<file path="src/rtl/dac_spi_pkg.sv">
// ============================================================================
// Module : dac_spi_pkg
// Brief  : Frame layout, command codes and receiver state encoding.
// Rev    : 1.0
// ============================================================================
`default_nettype none

package dac_spi_pkg;

  localparam int FRAME_BITS = 24;
  localparam int CNT_W      = 5;
  localparam logic [CNT_W-1:0] CNT_MAX = 5'd31;

  localparam logic [3:0] CMD_NOP          = 4'h0;
  localparam logic [3:0] CMD_WRITE_IN     = 4'h1;
  localparam logic [3:0] CMD_UPDATE       = 4'h2;
  localparam logic [3:0] CMD_WRITE_UPDATE = 4'h3;

  localparam logic [3:0] CH_DDS = 4'h1;
  localparam logic [3:0] CH_CW  = 4'h8;

  typedef logic [1:0] rx_state_t;
  localparam rx_state_t ST_WAIT_IDLE = 2'd0;
  localparam rx_state_t ST_IDLE      = 2'd1;
  localparam rx_state_t ST_SHIFT     = 2'd2;
  localparam rx_state_t ST_DECODE    = 2'd3;

  typedef struct packed {
    logic [3:0]  cmd;
    logic [3:0]  addr;
    logic [15:0] data;
  } frame_t;

  function automatic logic cmd_supported(input logic [3:0] cmd);
    return (cmd <= CMD_WRITE_UPDATE);
  endfunction

endpackage

`default_nettype wire

</file>
<file path="src/rtl/dac_spi_responder_spi_frame_rx.sv">
// ============================================================================
// Module : spi_frame_rx
// Brief  : Input synchronizers, edge detection and 24-bit frame capture FSM.
// Rev    : 1.0
// ============================================================================
`default_nettype none

module spi_frame_rx
  import dac_spi_pkg::*;
#(
  parameter int SYNC_STAGES = 2
) (
  input  logic                  clk,
  input  logic                  rstn,
  input  logic                  i_ss_n,
  input  logic                  i_sck,
  input  logic                  i_mosi,
  input  logic                  i_ldac_n,
  output logic                  o_frame_done,
  output logic                  o_frame_start,
  output logic                  o_sck_rise,
  output logic                  o_ldac_fall,
  output logic [CNT_W-1:0]      o_bit_count,
  output logic [FRAME_BITS-1:0] o_frame
);

  logic [SYNC_STAGES-1:0] r_ss_sync;
  logic [SYNC_STAGES-1:0] r_sck_sync;
  logic [SYNC_STAGES-1:0] r_mosi_sync;
  logic [SYNC_STAGES-1:0] r_ldac_sync;
  logic                   r_ss_q;
  logic                   r_sck_q;
  logic                   r_ldac_q;
  rx_state_t              r_state;
  logic [FRAME_BITS-1:0]  r_sr;
  logic [CNT_W-1:0]       r_cnt;

  logic w_ss;
  logic w_sck;
  logic w_mosi;
  logic w_ldac;
  logic w_ss_fall;
  logic w_ss_rise;
  logic w_sck_fall;

  assign w_ss   = r_ss_sync[SYNC_STAGES-1];
  assign w_sck  = r_sck_sync[SYNC_STAGES-1];
  assign w_mosi = r_mosi_sync[SYNC_STAGES-1];
  assign w_ldac = r_ldac_sync[SYNC_STAGES-1];

  assign w_ss_fall  = ~w_ss & r_ss_q;
  assign w_ss_rise  = w_ss & ~r_ss_q;
  assign w_sck_fall = ~w_sck & r_sck_q;

  // ss_n resets low so WAIT_IDLE only leaves once a genuine high has propagated
  always_ff @(posedge clk or negedge rstn) begin
    if (!rstn) begin
      r_ss_sync   <= '0;
      r_sck_sync  <= '0;
      r_mosi_sync <= '0;
      r_ldac_sync <= '1;
      r_ss_q      <= 1'b0;
      r_sck_q     <= 1'b0;
      r_ldac_q    <= 1'b1;
      r_state     <= ST_WAIT_IDLE;
      r_sr        <= '0;
      r_cnt       <= '0;
    end else begin
      r_ss_sync   <= {r_ss_sync[SYNC_STAGES-2:0], i_ss_n};
      r_sck_sync  <= {r_sck_sync[SYNC_STAGES-2:0], i_sck};
      r_mosi_sync <= {r_mosi_sync[SYNC_STAGES-2:0], i_mosi};
      r_ldac_sync <= {r_ldac_sync[SYNC_STAGES-2:0], i_ldac_n};
      r_ss_q      <= w_ss;
      r_sck_q     <= w_sck;
      r_ldac_q    <= w_ldac;

      case (r_state)
        ST_WAIT_IDLE: begin
          if (w_ss) r_state <= ST_IDLE;
        end
        ST_IDLE: begin
          if (w_ss_fall) begin
            r_state <= ST_SHIFT;
            r_sr    <= '0;
            r_cnt   <= '0;
          end
        end
        ST_SHIFT: begin
          if (w_sck_fall) begin
            r_sr <= {r_sr[FRAME_BITS-2:0], w_mosi};
            if (r_cnt != CNT_MAX) r_cnt <= r_cnt + 5'd1;
          end
          if (w_ss_rise) r_state <= ST_DECODE;
        end
        ST_DECODE: r_state <= ST_IDLE;
        default:   r_state <= ST_WAIT_IDLE;
      endcase
    end
  end

  assign o_frame_done  = (r_state == ST_DECODE);
  assign o_frame_start = (r_state == ST_IDLE) && w_ss_fall;
  assign o_sck_rise    = w_sck & ~r_sck_q;
  assign o_ldac_fall   = ~w_ldac & r_ldac_q;
  assign o_bit_count   = r_cnt;
  assign o_frame       = r_sr;

endmodule

`default_nettype wire

</file>
<file path="src/rtl/dac_spi_responder.sv">
// ============================================================================
// Module : dac_spi_responder
// Brief  : Quad gain-DAC SPI slave: frame decode, input/DAC registers, LDAC.
//          Readback on spi_miso is built when DAC_RESP_READBACK_EN is defined.
// Rev    : 1.0
// ============================================================================
`default_nettype none

module dac_spi_responder
  import dac_spi_pkg::*;
#(
  parameter int          SYNC_STAGES = 2,
  parameter logic [15:0] RESET_CODE  = 16'h0000,
  parameter int          NUM_CH      = 4
) (
  input  logic                   clk,
  input  logic                   rstn,
  input  logic                   i_spi_ss_n,
  input  logic                   i_spi_sck,
  input  logic                   i_spi_mosi,
  output logic                   o_spi_miso,
  input  logic                   i_ldac_n,
  output logic [16*NUM_CH-1:0]   o_dac_code,
  output logic [NUM_CH-1:0]      o_dac_update,
  output logic                   o_frame_valid,
  output logic                   o_frame_err,
  output logic                   o_cmd_err,
  output logic [FRAME_BITS-1:0]  o_last_frame
);

  logic                  w_done;
  logic                  w_frame_start;
  logic                  w_sck_rise;
  logic                  w_ldac_fall;
  logic [CNT_W-1:0]      w_count;
  logic [FRAME_BITS-1:0] w_rx_data;

  spi_frame_rx #(
    .SYNC_STAGES (SYNC_STAGES)
  ) u_rx (
    .clk           (clk),
    .rstn          (rstn),
    .i_ss_n        (i_spi_ss_n),
    .i_sck         (i_spi_sck),
    .i_mosi        (i_spi_mosi),
    .i_ldac_n      (i_ldac_n),
    .o_frame_done  (w_done),
    .o_frame_start (w_frame_start),
    .o_sck_rise    (w_sck_rise),
    .o_ldac_fall   (w_ldac_fall),
    .o_bit_count   (w_count),
    .o_frame       (w_rx_data)
  );

  logic [15:0]           r_in  [NUM_CH];
  logic [15:0]           r_dac [NUM_CH];
  logic [NUM_CH-1:0]     r_dac_update;
  logic                  r_frame_valid;
  logic                  r_frame_err;
  logic                  r_cmd_err;
  logic [FRAME_BITS-1:0] r_last_frame;

  frame_t                w_frame;
  logic                  w_accept;
  logic                  w_cmd_ok;
  logic [15:0]           w_in_next  [NUM_CH];
  logic [15:0]           w_dac_next [NUM_CH];
  logic [NUM_CH-1:0]     w_upd;

  assign w_frame  = frame_t'(w_rx_data);
  assign w_accept = w_done && (w_count == CNT_W'(FRAME_BITS));
  assign w_cmd_ok = cmd_supported(w_frame.cmd);

  // LDAC is applied after the frame write so a coincident edge loads the new input value
  always_comb begin
    for (int ch = 0; ch < NUM_CH; ch++) begin
      w_in_next[ch]  = r_in[ch];
      w_dac_next[ch] = r_dac[ch];
      w_upd[ch]      = 1'b0;
      if (w_accept && w_cmd_ok && w_frame.addr[ch]) begin
        case (w_frame.cmd)
          CMD_WRITE_IN: begin
            w_in_next[ch] = w_frame.data;
          end
          CMD_UPDATE: begin
            w_dac_next[ch] = r_in[ch];
            w_upd[ch]      = 1'b1;
          end
          CMD_WRITE_UPDATE: begin
            w_in_next[ch]  = w_frame.data;
            w_dac_next[ch] = w_frame.data;
            w_upd[ch]      = 1'b1;
          end
          default: ;
        endcase
      end
      if (w_ldac_fall) begin
        w_dac_next[ch] = w_in_next[ch];
        w_upd[ch]      = 1'b1;
      end
    end
  end

  always_ff @(posedge clk or negedge rstn) begin
    if (!rstn) begin
      for (int ch = 0; ch < NUM_CH; ch++) begin
        r_in[ch]  <= RESET_CODE;
        r_dac[ch] <= RESET_CODE;
      end
      r_dac_update  <= '0;
      r_frame_valid <= 1'b0;
      r_frame_err   <= 1'b0;
      r_cmd_err     <= 1'b0;
      r_last_frame  <= '0;
    end else begin
      for (int ch = 0; ch < NUM_CH; ch++) begin
        r_in[ch]  <= w_in_next[ch];
        r_dac[ch] <= w_dac_next[ch];
      end
      r_dac_update  <= w_upd;
      r_frame_valid <= w_accept;
      r_frame_err   <= w_done && !w_accept;
      r_cmd_err     <= w_accept && !w_cmd_ok;
      if (w_accept) r_last_frame <= w_rx_data;
    end
  end

  for (genvar g = 0; g < NUM_CH; g++) begin : g_pack
    assign o_dac_code[16*g +: 16] = r_dac[g];
  end

  assign o_dac_update  = r_dac_update;
  assign o_frame_valid = r_frame_valid;
  assign o_frame_err   = r_frame_err;
  assign o_cmd_err     = r_cmd_err;
  assign o_last_frame  = r_last_frame;

`ifdef DAC_RESP_READBACK_EN
  logic [FRAME_BITS-1:0] r_tx;

  // first sck rise of a frame keeps bit 23 so the master's first fall sample sees it
  always_ff @(posedge clk or negedge rstn) begin
    if (!rstn) begin
      r_tx <= '0;
    end else if (w_frame_start) begin
      r_tx <= r_last_frame;
    end else if (w_done) begin
      r_tx <= '0;
    end else if (w_sck_rise && (w_count != '0)) begin
      r_tx <= {r_tx[FRAME_BITS-2:0], 1'b0};
    end
  end

  assign o_spi_miso = r_tx[FRAME_BITS-1];
`else
  logic w_unused_rb;
  assign w_unused_rb = &{1'b0, w_frame_start, w_sck_rise};
  assign o_spi_miso  = 1'b0;
`endif

endmodule

`default_nettype wire
</file>
<file path="config.mk">
export PLATFORM = sky130hd
export DESIGN_NAME = dac_spi_responder
export DESIGN_NICKNAME = d
export VERILOG_FILES = /design/src/rtl/dac_spi_pkg.sv /design/src/rtl/dac_spi_responder_spi_frame_rx.sv /design/src/rtl/dac_spi_responder.sv
export SDC_FILE = /design/constraint.sdc
export NUM_CORES = 1
export LEC_CHECK = 0
export ABC_AREA = 1
export BUFFER_PORTS_ARGS = -buffer_cell sky130_fd_sc_hd__buf_2
export CORE_MARGIN = 5
export CORE_UTILIZATION = 45
export CTS_CLUSTER_SIZE = 24
export DETAILED_ROUTE_END_ITERATION = 12
export HOLD_SLACK_MARGIN = 0.02
export PLACE_DENSITY_LB_ADDON = 0.25
export SLEW_MARGIN = 10
export SYNTH_ARGS = -nofsm -noshare
export SYNTH_HDL_FRONTEND = slang
export SYNTH_HIERARCHICAL = 1
export SYNTH_SLANG_ARGS = --single-unit
</file>
<file path="constraint.sdc">
create_clock -name clk -period 4.1 [get_ports clk]
set_input_delay 0.205 -clock clk [delete_from_list [all_inputs] [get_ports clk]]
set_output_delay 0.205 -clock clk [all_outputs]
set_load 0.005 [all_outputs]
</file>
==> flow_summary.yaml <==
status:
  status: "finished clean"
critical_path:
  reg2reg_slack_ns: 1.43
  crit_path_end: "o_dac_code[6]"
  required_ns: 4.50
  crit_path_cell_trace: "ha_1 > inv_2 > nor3_4 > nand3_2 > nand2_1 > inv_1 > nand2_1 > nand2_1"
  crit_top_cell: "nand2_1"
  r2r_end: "o_dac_code[6]"
  crit_slowest_cell: "nor3_4"
  worstSetupEndpointType: "register"
  crit_type: "reg -> reg"
  critPathMaxStageDelay_ns: 0.56
  crit_arrival_ns: 3.06
  cp-startpoint: "u_rx/r_state[0]"
  crit_fanout: 17
  reg2reg_depth: 8
  worst_setup_path_start_kind: "register"
  timing.rr.start: "u_rx/r_state[0]"
route:
  via_per_inst: 5.295
  drt_iter0_drc: 836
  vias: 8970
  wl_met3_mm: 2.068
  routed_wl_mm: 29.54
  wl_met1_mm: 13.20
  wl_met2_mm: 13.40
  top_layer: "met4"
  wl_per_cell_um: 17.44
  antenna_left: 0
  drc: 0
  drt-pass1-iter-count: 5
final_layout:
  multi_input_comb_area_sq_um: 4358
  nets: 1407
  drive_gt1_frac: 0.1561
  finish.utilization: 0.5195
  area_growth_syn_to_layout_pct: 13.86
  n_fill_cell: 2191
  antenna_cells: 0
  final-seq-area_sq_um: 5034
clocking:
  insertion_delay_ns: 0.51
  cts_tree: "yes"
  cts.sinks: 201
  h-tree-depth: 1
  clock-root-buffer: "clkbuf_16"
  cts_buffers: 23
  holdBufCountCts: 5
  clockBufferDepth: 3
  cts_resized: 0
  clk_pin_slew_ns: 0.06
  postCtsSetupBuffers: 0
sta:
  final_max_slew_viol_count: 0
  finalHoldViolations: 0
  whs_ns: 0.3276
  worst_slew_pin_slew_ns: 0.9302
  relSlewSlack: 0.3799
  post-route-min-period_ns: 2.666
  finalSetupViolations: 0
  period_share: 0.6502
  fin_skew_ns: 0.01305
  max_freq_ghz: 0.3751
  rsz0062_at_grt: "false"
  setup_tns_ns: 0
flow_run:
  cap_viol_max_count: 0
pwr:
  p_total_mw: 4.805
  p_leak_nw: 6.411
  power.ir.vdd_worst_v: 0.0003251
  power_density_nw_per_um2: 409.8
global_route:
  grtUsageTotal: 0.2245
  grt_pass1_wl_mm: 46.96
  grt_antenna_before_repair: 0
  grt_pass1_vias: 8500
  grt_max_degree: 106
  grt-ovfl-total: 0
floorplan:
  die-area_sq_um: 26010
  die_h_um: 161.3
  rows: 55
  boundaryPins: 102
  initial_core_util: 0.4563
  die_w_um: 161.3
  core_sq_um: 22570
min_path:
  hold_class: "in -> async"
placed_design:
  port-buffer-count: 100
  gp_congestion: 0.8777
  dp_hpwl_mm: 19.16
logic_synthesis:
  synth_fp_nets: 1334
  synth_warnings: 6
  postSynthCellCount: 1320
  netlist_area_sq_um: 10300
  syn_area_per_cell_sq_um: 7.802
[flip-flops by register name, indices dropped and copies added (netlist names), 2 cells and up]
name / flops
o_dac_code: 64
o_dac_update: 4
o_last_frame: 24
r_in: 64
u_rx/o_bit_count: 5
u_rx/o_frame: 24
u_rx/r_ldac_sync: 2
u_rx/r_mosi_sync: 2
u_rx/r_sck_sync: 2
u_rx/r_ss_sync: 2
u_rx/r_state: 2
[power breakdown]
part           internal [mW]  switching [mW]
clock network           1.24           0.818
logic                  0.167           0.456
registers               2.05          0.0735
total                   3.46            1.35
[layout by cell type, fill, tap and decap left out, types with 12 or more instances in the layout]
cell type,count
and2_1,27
o21ai_0,44
nor2_1,42
clkbuf_16,23
nand2_2,12
nand2_1,494
nand4_1,72
dfrtp_1,198
nand3_1,121
nand3_2,15
inv_1,136
a21oi_1,17
buf_4,15
buf_2,99
[cell type report]
cell class              count  area share
multi-input cells         906      0.3716
flip-flops and latches    201      0.4293
clock inverters             5    0.004588
clock buffers              36     0.06007
inverters                 140     0.04503
repair buffers            121     0.05901
well taps                 285     0.03041
[worst max-delay path, delay by kind of cell (launching register included)]
family	cells	cell delay [ns]
flops	1	0.42
fa+ha+maj	1	0.45
simple gates	5	1.51
buf+inv	2	0.19
[stage by stage]
step	area (sq um)	setup slack, ns	std cells
6_report	11730	1.434	1694
4_1_cts	11730	1.435	1694
3_5_place_dp	10920	1.430	1648
3_3_place_gp	10920	1.548	1648
5_1_grt	11730	1.162	1694
2_1_floorplan	10300	2.397	1320
[worst min path at each step]
stage                           from                   to  slack [ns]  depth (start not counted)
after global placement      i_ldac_n  u_rx/r_ldac_sync[0]        0.31                          1
after detailed placement   i_spi_sck   u_rx/r_sck_sync[0]        0.31                          1
after floorplan                 rstn            o_cmd_err       -0.09                          0
after CTS                 i_spi_ss_n    u_rx/r_ss_sync[0]        0.32                          2
final                           rstn     o_last_frame[13]        0.33                          2
after global routing       i_spi_sck   u_rx/r_sck_sync[0]        0.35                          2
[per-layer routing]
layer | global-route usage | vias to the layer above
li1 | - | 4344
met4 | 0.07096 | 0
met2 | 0.3542 | 333
met3 | 0.03674 | 52
met5 | 0 | -
met1 | 0.3189 | 4241
Note: power is estimated with default switching activity, not from simulation.
